`config.mk`:
```
export PLATFORM = sky130hd
export DESIGN_NAME = div_sequencer
export DESIGN_NICKNAME = d
export VERILOG_FILES = /design/src/rtl/div_sequencer.sv
export SDC_FILE = /design/constraint.sdc
export NUM_CORES = 1
export LEC_CHECK = 0
export ABC_AREA = 0
export BUFFER_PORTS_ARGS = -buffer_cell sky130_fd_sc_hd__buf_2
export CORE_ASPECT_RATIO = 0.8
export CORE_MARGIN = 8
export CORE_UTILIZATION = 60
export DETAILED_ROUTE_END_ITERATION = 10
export HOLD_SLACK_MARGIN = 0.06
export PLACE_DENSITY = 0.81
export SYNTH_ARGS = -nofsm -noshare
export SYNTH_HDL_FRONTEND = slang
export SYNTH_SLANG_ARGS = --single-unit
```
`constraint.sdc`:
```
create_clock -name clk -period 4.5 [get_ports clk]
set_clock_uncertainty 0.1 [all_clocks]
set_input_delay 0.45 -clock clk [delete_from_list [all_inputs] [get_ports clk]]
set_output_delay 0.45 -clock clk [all_outputs]
set_load 0.1 [all_outputs]
```
`src/rtl/div_sequencer.sv`:
```
// Iterative RV32M divide unit (DIV, DIVU, REM, REMU) for the EX stage.
// Latches operands on start, then runs one radix-2 restoring step per cycle.
// After that it fixes up the signs and presents a one-cycle-valid result.
// Divide-by-zero and signed overflow bypass the iteration and complete in one cycle.
//
// state | meaning
// IDLE  | waiting for a divide in EX; accepts and latches operands
// CALC  | one restoring-division step per cycle, XLEN steps
// FIX   | apply result signs and select quotient or remainder
// DONE  | result valid for one cycle; the instruction leaves EX
module div_sequencer #(
  parameter int XLEN = 32
) (
  input  logic            clk,
  input  logic            rst_n,
  input  logic            start_i,
  input  logic [1:0]      op_i,
  input  logic [XLEN-1:0] rs1_i,
  input  logic [XLEN-1:0] rs2_i,
  input  logic            flush_i,
  output logic            stall_o,
  output logic            busy_o,
  output logic            valid_o,
  output logic [XLEN-1:0] result_o
);

  localparam int CW = $clog2(XLEN);
  localparam logic [CW-1:0]   LAST    = CW'(XLEN - 1);
  localparam logic [XLEN-1:0] MIN_NEG = {1'b1, {(XLEN-1){1'b0}}};

  typedef enum logic [1:0] {IDLE, CALC, FIX, DONE} state_t;

  state_t          state, state_nxt;
  logic [CW-1:0]   counter;
  logic [XLEN-1:0] divisor, rem, quo, result;
  logic            sel_rem, quot_neg, rem_neg;

  logic            accept, is_signed, div_zero, overflow, special;
  logic [XLEN-1:0] special_res, dividend_abs, divisor_abs;
  logic [XLEN:0]   rem_sh, trial;

  // Acceptance and special-case detection on the live operands.
  // accept also drops during reset, so stall_o is low while rst_n is asserted.
  assign accept       = rst_n & (state == IDLE) & start_i & ~flush_i;
  assign is_signed    = ~op_i[0];
  assign div_zero     = (rs2_i == '0);
  assign overflow     = is_signed & (rs1_i == MIN_NEG) & (rs2_i == '1);
  assign special      = div_zero | overflow;
  assign special_res  = div_zero ? (op_i[1] ? rs1_i : '1)
                                 : (op_i[1] ? '0 : MIN_NEG);
  assign dividend_abs = (is_signed & rs1_i[XLEN-1]) ? -rs1_i : rs1_i;
  assign divisor_abs  = (is_signed & rs2_i[XLEN-1]) ? -rs2_i : rs2_i;

  // The shifted partial remainder is below 2*divisor, so bit XLEN of the
  // trial difference is exactly the borrow, i.e. "did not fit".
  assign rem_sh = {rem, quo[XLEN-1]};
  assign trial  = rem_sh - {1'b0, divisor};

  assign stall_o  = accept | (state == CALC) | (state == FIX);
  assign busy_o   = (state == CALC) | (state == FIX);
  assign valid_o  = (state == DONE);
  assign result_o = result;

  // State register.
  always_ff @(posedge clk or negedge rst_n) begin
    if (!rst_n) state <= IDLE;
    else        state <= state_nxt;
  end

  // Next-state logic; a flush returns to IDLE from any state.
  always_comb begin
    state_nxt = state;
    case (state)
      IDLE: if (accept) state_nxt = special ? DONE : CALC;
      CALC: begin
        if (flush_i)              state_nxt = IDLE;
        else if (counter == LAST) state_nxt = FIX;
      end
      FIX:  state_nxt = flush_i ? IDLE : DONE;
      DONE: state_nxt = IDLE;
      default: state_nxt = IDLE;
    endcase
  end

  // Operand latch, division steps, and result fix-up.
  always_ff @(posedge clk or negedge rst_n) begin
    if (!rst_n) begin
      counter  <= '0;
      divisor  <= '0;
      rem      <= '0;
      quo      <= '0;
      result   <= '0;
      sel_rem  <= 1'b0;
      quot_neg <= 1'b0;
      rem_neg  <= 1'b0;
    end else begin
      case (state)
        IDLE: begin
          if (accept) begin
            sel_rem  <= op_i[1];
            divisor  <= divisor_abs;
            quo      <= dividend_abs;
            rem      <= '0;
            counter  <= '0;
            quot_neg <= is_signed & (rs1_i[XLEN-1] ^ rs2_i[XLEN-1]);
            rem_neg  <= is_signed & rs1_i[XLEN-1];
            if (special) result <= special_res;
          end
        end
        CALC: begin
          rem     <= trial[XLEN] ? rem_sh[XLEN-1:0] : trial[XLEN-1:0];
          quo     <= {quo[XLEN-2:0], ~trial[XLEN]};
          counter <= counter + 1'b1;
        end
        FIX: begin
          if (!flush_i)
            result <= sel_rem ? (rem_neg  ? -rem : rem)
                              : (quot_neg ? -quo : quo);
        end
        default: ;
      endcase
    end
  end

endmodule

```
==> key figures <==
Floorplan
  • Vert. Die Dim: 136 µm
  • Die width: 166 µm
  • I/O Pins: 105
  • Initial Util: 60.3%
  • Cell Rows: 44
  • Core footprint: 17900 µm²
  • Die footprint: 22600 µm²

Synth
  • Syn Area/Cell: 7.94 µm²
  • Gate Count Post-Synth: 1358
  • Net Count, Synth: 1473
  • Post-synth EDFFs: 0
  • Predominant post-synthesis flop cell: dfrtp_1
  • YS warnings: 0
  • Mapped Area: 10800 µm²
  • Top cell type by total area after synthesis: dfrtp_1
  • Post-synth ARST share: 100%
  • Top cell type's share of synthesized area: 32.0%
  • Yosys cell types: 64
  • Synth top area cells: dfrtp_1 32%, o21ai_0 8.2%, nand2_1 6.3%
  • Seq cells post-synth: 138
  • Seq/Total Area, Yosys: 32.0%

GRT
  • Initial antenna violation count: 0
  • Largest net degree at the start of global routing: 73
  • Overall routing resource usage: 28.7%
  • Gr ovfl total: 0
  • Vias in the first global route: 10.3k
  • First-pass GRT wire length: 52600 µm

CTS
  • Clock root cell: clkbuf_16
  • CTS tree: done
  • CTS buffer count: 17
  • Clock-pin slew on the worst setup and hold paths: 0.06 ns
  • Post-CTS sizing: 0
  • Post-CTS setup buffers: 0
  • CTS Buffer Depth: 2
  • Clk Latency, worst-skew pair: 0.43 ns
  • CTS H-tree depth: 4
  • Clock sinks: 138

Pwr
  • Peak supply drop: 0.945 mV
  • PwrDens: 838 nW/µm²
  • Leakage: 5.40 nW

Worst setup path
  • WP data required: 4.73 ns
  • Crit-path slowest cell: or4_4
  • Most used cell, CP: or4_4
  • Worst Setup End Kind: flop
  • Setup CP Type: flop to flop
  • Arrival time worst endpoint: 4.06 ns
  • Worst-path cell chain: or4_4 > or3_4 > or4_4 > or4b_4 > o41ai_2 > xnor2_1 > o22ai_1 > o31ai_1
  • Crit-path max FO: 5
  • Buffers and inverters on the worst path: 0
  • R2r startpoint: quo[7]
  • Cell family with most CP delay: simple AND/OR/NAND/NOR gates
  • CP startpoint kind: flop
  • Max stage delay on crit path: 0.59 ns
  • Worst Setup SP: quo[7]

Placement
  • IO buf count: 104
  • Pre-CTS worst setup slack: 0.659 ns
  • DP Area: 11500 µm²
  • Gpl congestion: 0.931
  • Hpwl dp: 23600 µm

Timing
  • Slew Limit Fails: 0
  • Worst hold slack: 0.249 ns
  • Final min period: 3.83 ns
  • Slew margin rel.: 28.5%
  • Setup ws final: 0.674 ns
  • Final setup viols: 0
  • Transition time of the tightest slew-check pin: 1.07 ns
  • Final period util: 85.0%
  • Setup TNS Final: 0 ns
  • Max Fclk: 0.261 GHz
  • RSZ-0062 raised after global routing: false
  • Hold Vio Cnt, Final: 0

Routing
  • First drt pass iteration count: 7
  • Final wirelength: 32400 µm
  • DRC errors left: 0
  • Vias: 10.8k
  • Vias/cell: 6.47
  • WL per Instance: 19.4 µm
  • Post-route ant nets: 0
  • Initial drt markers: 1178

Status
  • Status: finished, final reports clean

Final layout
  • Multi-input logic area: 6870 µm²
  • Share of cells above drive strength 1: 11.5%
  • Number of diodes: 0
  • Post-route design area: 12100 µm²
  • Sequential cell area: 3450 µm²
  • # fillers: 1495
  • Area growth, synth to finish: 12.4%
  • Layout Utilization: 67.8%
  • Final #Nets: 1543

Run
  • Max-Cap Viols: 0

Worst hold path
  • HP Class: primary input to flop
  • Hold wc startpoint: rs2_i[16]
## flip-flops by register name, summed over array words and instances (netlist names)
register / cells
counter: 5
divisor: 32
quo: 32
quot_neg: 1
rem: 32
rem_neg: 1
result_o: 32
sel_rem: 1
state: 2
## kinds of logic (layout without fill, tap and decap cells)
logic type	Yosys count	count (layout)	share of synthesized area, %
xor+xnor	141	141	11.4
buf+inv	132	214	4.60
mux	32	32	2.99
fa+ha+maj	45	45	5.29
flops	138	138	32.0
compound gates	448	448	25.4
simple gates	422	422	18.3
## layer usage
metal	part of all wire [%]	GRT usage [%]	up-vias	wire [µm]
li1	-	-	5024	-
met1	44	38.5	5188	14100
met2	44	44.0	515	14300
met3	9.1	6.79	84	2940
met4	3.1	11.9	0	1010
met5	0	0	-	0
## power by group
group	total [mW]	switching (mW)	internal, mW	leakage, nW
logic	6.20	4.04	2.16	3.32
clock network	1.48	0.552	0.926	0.300
registers	2.49	0.723	1.76	1.78
## path summary, 6_finish.rpt
path	end	cells past startpoint	slack, ns
max in group asynchronous	result_o[21]	4	2.09
hold reg to reg	result_o[7]	2	0.38
min in group asynchronous	divisor[4]	2	0.37
setup / recovery	result_o[31]	8	0.67
hold / removal	divisor[16]	3	0.25
setup reg to reg	result_o[31]	8	0.67
## through the flow
step	cells	total power, mW
2_1_floorplan	1358	7.09
3_3_place_gp	1638	8.36
3_5_place_dp	1638	8.51
4_1_cts	1670	10.1
5_1_grt	1670	10.9
6_report	1670	10.2
## layout make-up
type | instances | area share [%]
clock buffer | 24 | 4.06
clock inverter | 7 | 0.939
inverter | 60 | 1.86
multi-input combinational | 1088 | 56.7
sequential | 138 | 28.5
tap | 230 | 2.37
timing repair buffer | 123 | 5.64
## cells in the mapped netlist, types with 22 or more instances
cell and instances:
xor2_1 65, ha_1 44, inv_1 60, nand2_1 182, o31ai_1 33, dfrtp_1 138, xnor2_1 76, a21o_1 22
nor2_1 93, o21ai_0 176, clkbuf_1 65, mux2i_1 30, a21oi_1 103
## timing repair
| item | in CTS | in global routing |
|---|---|---|
| hold buffers | 1 | 0 |
| setup endpoints to repair | 0 | 0 |
| endpoints found under the hold margin | 30 | 0 |
## layout by cell type (no fill, tap or decap), types with 7 or more instances in the layout
cell         n
a31oi_1     13
o21ai_0    176
mux2i_1     30
dfrtp_1    138
nand3_1     15
nor2b_1      7
inv_1       60
a211oi_1    11
nor2_1      93
xnor2_1     76
nor3_1      20
nand4_1     15
ha_1        43
buf_4       17
o221ai_1     8
a21oi_1    102
buf_2      103
a21boi_0    10
xor2_1      65
clkbuf_16   17
nand2_1    182
o41ai_1     13
or3_1       19
and3_1      10
or4_1       20
nand2b_1    11
o211ai_1     8
o31ai_1     33
a21o_1      22
nor4_1      12
## tightest hold or removal path: stages
cell	delay [ns]
buf_2	0.10
xnor2_1	0.11
o21ai_0	0.07
Note: power is estimated with default switching activity, not from simulation.
